[config.mk]
export PLATFORM = sky130hd
export DESIGN_NAME = ex_mem_stage_reg
export DESIGN_NICKNAME = d
export VERILOG_FILES = /design/src/rtl/ex_mem_stage_reg.sv
export SDC_FILE = /design/constraint.sdc
export NUM_CORES = 1
export LEC_CHECK = 0
export ABC_CLOCK_PERIOD_IN_PS = 2000
export BUFFER_PORTS_ARGS = -buffer_cell sky130_fd_sc_hd__buf_4
export CAP_MARGIN = 20
export CORE_MARGIN = 10
export CORE_UTILIZATION = 45
export CTS_BUF_LIST = sky130_fd_sc_hd__clkbuf_2
export CTS_CLUSTER_DIAMETER = 50
export DETAILED_ROUTE_END_ITERATION = 6
export PLACE_DENSITY = 0.69
export SLEW_MARGIN = 20
export SYNTH_ARGS = -nofsm -noshare
export SYNTH_HDL_FRONTEND = slang
export SYNTH_SLANG_ARGS = --single-unit
[constraint.sdc]
create_clock -name clk -period 2 [get_ports clk]
set_input_delay 0.1 -clock clk [delete_from_list [all_inputs] [get_ports clk]]
set_output_delay 0.1 -clock clk [all_outputs]
set_load 0.02 [all_outputs]
[src/rtl/ex_mem_stage_reg.sv]
// rtl/ex_mem_stage_reg.sv - EX->MEM pipeline register with valid/ready handshake and 1-entry skid buffer
//
// Holds the EX result while the data cache misses without losing an upstream
// beat, turns queued entries into bubbles on flush, and counts stall cycles.
//
// Ports:
//   clk, rst          rising-edge clock, synchronous active-high reset
//   flush             discard main and skid entries next cycle
//   data_hit          MEM side ready (0 = cache miss, hold the output entry)
//   in_valid/in_ready EX-side handshake; in_ready depends only on skid_full
//   ctlwb_out, ctlm_out, adder_out, aluzero, aluout, readdata2, muxout
//                     EX beat fields
//   out_valid         MEM-side entry valid
//   wb_ctlout, m_ctlout
//                     registered control, gated to 0 when !out_valid
//   add_result, zero, alu_result, rdata2out, five_bit_muxout
//                     registered beat fields
//   skid_full         skid entry occupied
//   stall_cnt         saturating count of cycles held on a miss
module ex_mem_stage_reg #(
    parameter int DATA_W = 32,
    parameter int ADDR_W = 30,
    parameter int REG_W  = 5,
    parameter int WB_W   = 2,
    parameter int M_W    = 3,
    parameter int CNT_W  = 16
) (
    input  logic              clk,
    input  logic              rst,
    input  logic              flush,
    input  logic              data_hit,
    input  logic              in_valid,
    output logic              in_ready,
    input  logic [WB_W-1:0]   ctlwb_out,
    input  logic [M_W-1:0]    ctlm_out,
    input  logic [ADDR_W-1:0] adder_out,
    input  logic              aluzero,
    input  logic [DATA_W-1:0] aluout,
    input  logic [DATA_W-1:0] readdata2,
    input  logic [REG_W-1:0]  muxout,
    output logic              out_valid,
    output logic [WB_W-1:0]   wb_ctlout,
    output logic [M_W-1:0]    m_ctlout,
    output logic [ADDR_W-1:0] add_result,
    output logic              zero,
    output logic [DATA_W-1:0] alu_result,
    output logic [DATA_W-1:0] rdata2out,
    output logic [REG_W-1:0]  five_bit_muxout,
    output logic              skid_full,
    output logic [CNT_W-1:0]  stall_cnt
);

    localparam int BEAT_W = WB_W + M_W + ADDR_W + 1 + 2 * DATA_W + REG_W;

    logic [BEAT_W-1:0] in_beat;
    logic [BEAT_W-1:0] main_q;
    logic [BEAT_W-1:0] skid_q;
    logic [WB_W-1:0]   wb_q;
    logic [M_W-1:0]    m_q;
    logic              accept;
    logic              main_free;
    logic              stalled;

    assign in_beat = {ctlwb_out, ctlm_out, adder_out, aluzero, aluout, readdata2, muxout};

    // in_ready comes straight from a register so there is no combinational
    // path from data_hit back into the EX stage.
    assign in_ready  = !skid_full;
    assign accept    = in_valid && in_ready;
    // Main entry can be (re)loaded this cycle: it is empty or being consumed.
    assign main_free = !out_valid || data_hit;
    assign stalled   = out_valid && !data_hit;

    always_ff @(posedge clk) begin
        if (rst) begin
            out_valid <= 1'b0;
            skid_full <= 1'b0;
            main_q    <= '0;
            skid_q    <= '0;
        end else if (flush) begin
            // Data registers keep stale contents; the valid bits alone make
            // them bubbles, and the control gating below hides them.
            out_valid <= 1'b0;
            skid_full <= 1'b0;
        end else if (main_free) begin
            if (skid_full) begin
                // Older skid beat goes first to preserve order.
                main_q    <= skid_q;
                out_valid <= 1'b1;
                skid_full <= accept;
                if (accept) begin
                    skid_q <= in_beat;
                end
            end else if (accept) begin
                main_q    <= in_beat;
                out_valid <= 1'b1;
            end else begin
                out_valid <= 1'b0;
            end
        end else if (accept) begin
            // Main held on a miss: park the incoming beat in the skid slot.
            skid_q    <= in_beat;
            skid_full <= 1'b1;
        end
    end

    always_ff @(posedge clk) begin
        if (rst) begin
            stall_cnt <= '0;
        end else if (stalled && (stall_cnt != {CNT_W{1'b1}})) begin
            stall_cnt <= stall_cnt + 1'b1;
        end
    end

    assign {wb_q, m_q, add_result, zero, alu_result, rdata2out, five_bit_muxout} = main_q;

    // A bubble must never write a register or memory.
    assign wb_ctlout = wb_q & {WB_W{out_valid}};
    assign m_ctlout  = m_q & {M_W{out_valid}};

endmodule

==> results.py <==
metrics = {
    "outcome": {
        "status": "finished, final reports clean",
    },
    "worst_setup_path": {
        "required_ns": 2.71,
        "ff2ff_setup_slack_ns": 0.16,
        "crit_family": "simple AND/OR/NAND/NOR gates",
        "path_cells": "nand3_2 -> or4_4 -> or4b_1 -> a21oi_1",
        "start_kind": "flop",
        "critPathLaunch": "stall_cnt[7]",
        "crit_end": "stall_cnt[15]",
        "cp_slowest_cell": "or4_4",
        "cp.arrival_ns": 2.55,
        "cp.buffers_inverters": 0,
        "r2r_start": "stall_cnt[7]",
        "path_max_fanout": 7,
        "cp.depth": 4,
        "slowest_delay_ns": 0.58,
        "timing.rr.end": "stall_cnt[15]",
        "crit_path_end_kind": "flop",
        "reg2regPathDepth": 4,
        "critical_path_class": "flop to flop",
    },
    "clock_tree": {
        "numCtsBuffers": 60,
        "cts.clk_slew.worst_paths_ns": 0.10,
        "cts-root-buf": "clkbuf_2",
        "clk_path_buf_depth": 3,
        "cts_tree": "yes",
        "cts_setup_buffers": 0,
        "clock_latency_ns": 0.80,
        "htreeDepth": 2,
        "cts.sinks": 228,
    },
    "sta": {
        "rsz0062_at_grt": "false",
        "worst_slew_pin_slew_ns": 0.6281,
        "fmax_mhz": 542.5,
        "finalWorstSetupSlack_ns": 0.1566,
        "tns_ns": 0,
        "setup_violations": 0,
        "fin_skew_ns": 0.04190,
        "whs_ns": 0.1108,
        "slew_viol_final": 0,
        "maxSlewHeadroom_pct": 58.12,
        "period_minus_slack_ns": 1.843,
        "finalCritPeriodShare_pct": 92.17,
        "finalHoldViolCount": 0,
    },
    "logic_synthesis": {
        "postSynth.asyncResetShare_pct": 0,
        "avgSynthCellArea_um2": 8.611,
        "syn-num-nets": 1245,
        "yosysTopAreaCell": "dfxtp_1",
        "seq_area_frac_synth_pct": 46.75,
        "synth_ff_type": "dfxtp_1",
        "syn_area_um2": 9764,
        "synth_edf_count": 0,
        "ys_top_cells_by_area": "dfxtp_1 (47%), mux2i_1 (11%), a211oi_1 (8.2%), nand2_1 (8.2%), buf_4 (7.6%)",
        "yosys_warnings": 0,
        "synth_top_area_share_pct": 46.75,
        "synthCells": 1134,
        "synthDistinctLibCells": 42,
        "ys_ff_latch": 228,
    },
    "drt": {
        "firstDrtPassIters": 5,
        "ant_nets": 0,
        "routedWlPerCell_um": 15.63,
        "wirelength_um": 26560,
        "vias_per_cell": 5.012,
        "drt_iter0_drc": 478,
        "remaining_drc_errors": 0,
        "num_vias": 8520,
    },
    "hold_path": {
        "worstHoldPathType": "primary input to flop",
    },
    "placement": {
        "dpl_worst_slack_ns": 0.02455,
        "io_buffers": 233,
        "place_area_um2": 11120,
        "place_congestion": 0.7994,
        "dp_hpwl_um": 16450,
        "dp_cells": 1483,
    },
    "global_route": {
        "grt_use_total_pct": 17.83,
        "grt_start_max_net_pins": 99,
        "antenna_found_initial": 1,
        "overflow": 0,
        "grt_pass1_wl_um": 42640,
        "grt_pass1_vias": 8336,
    },
    "cells_and_area": {
        "area_growth_syn_to_layout_pct": 31.64,
        "finalNonFillerCells": 1700,
        "design_area_um2": 12850,
        "drive_gt1_share_pct": 25.77,
        "mostFrequentLayoutCell": "buf_4",
        "final_net_count": 1502,
        "layout_common_cells": "buf_4 (248), dfxtp_1 (227), nand2_1 (214), dlygate4sd3_1 (120)",
    },
    "die": {
        "die_w_um": 167.3,
        "die_h_um": 167.3,
        "die_area_um2": 27990,
        "pin_count": 234,
        "initial_core_util_pct": 46.16,
        "core_area_um2": 21150,
        "rows": 53,
    },
    "power": {
        "vdd_ir_drop_max_mv": 0.4512,
        "p_leak_uw": 0.004914,
        "power_density_nw_per_um2": 703.4,
    },
    "run": {
        "max-cap-violations": 0,
    },
}
-- flip-flops by register name, indices dropped and copies added (netlist names) --
register and cells:
main_q 105, skid_q 105, stall_cnt 16, out_valid 1, skid_full 1
-- logic make-up after synthesis --
kind of cell | after synthesis | share of synthesized area [%]
compound gates | 236 | 15.11
xor+xnor | 1 | 0.08971
simple gates | 372 | 15.59
mux | 107 | 10.99
buf+inv | 189 | 11.34
flops | 228 | 46.75
fa+ha+maj | 1 | 0.1281
-- routing by layer --
| metal | global-route usage (%) | vias up | wire (um) |
|---|---|---|---|
| met1 | 21.11 | 3916 | 11360 |
| li1 | - | 4343 | - |
| met5 | 0 | - | 0 |
| met2 | 30.05 | 227 | 13070 |
| met4 | 6.018 | 0 | 490 |
| met3 | 5.407 | 34 | 1650 |
-- repair_timing --
action | 4_1_cts | 5_1_grt
endpoints found under the setup margin | 1 | 3
resized for setup | 1 | 4
gates cloned | 1 | 0
hold buffers | 119 | 1
hold endpoints to repair | 228 | 1
-- layout make-up --
class                      count  area (um2)
clock buffer                  90       450.4
multi-input combinational    717        4125
tap                          275       344.1
sequential                   228        4568
clock inverter                 5       18.77
antenna                        1       2.502
fill                        1806        8300
inverter                       3       11.26
timing repair buffer         381        3333
-- cell usage after synthesis (all sizes together) (5+ instances only) --
cell type / count
nand4: 5
nand3: 5
nand2: 214
clkbuf: 64
dfxtp: 228
and2: 5
nor2: 114
a211oi: 107
mux2i: 105
or3: 6
o21ai: 6
buf: 122
a21oi: 114
-- per-stage QoR --
| step | util [%] | power, uW |
|---|---|---|
| 2_1_floorplan | - | 5644 |
| 3_3_place_gp | 52.56 | 6006 |
| 5_1_grt | 60.76 | 9578 |
| 3_5_place_dp | 52.56 | 6024 |
| 4_1_cts | 60.60 | 9179 |
| 6_report | 60.76 | 9042 |
-- tightest hold or removal path, stage by stage --
cell and delay [ns]:
dlygate4sd3_1 0.53, buf_4 0.14, nand2_1 0.05, a21oi_1 0.05
-- worst min-delay path by stage --
stage                             start          to  slack, ns  cells after the start
final                     adder_out[11]  skid_q[81]       0.11                      4
after detailed placement          flush   skid_full       0.32                      2
after floorplan                   flush   out_valid       0.18                      1
after global routing      readdata2[12]  skid_q[17]      0.006                      4
after CTS                 adder_out[16]  skid_q[86]     0.0004                      4
after global placement            flush   out_valid       0.33                      2
-- power by group --
group	switching, uW	internal, uW
sequential	93.0	4700
clock	1770	1160
combinational	667	651
Power figures use the tool's default switching activity.
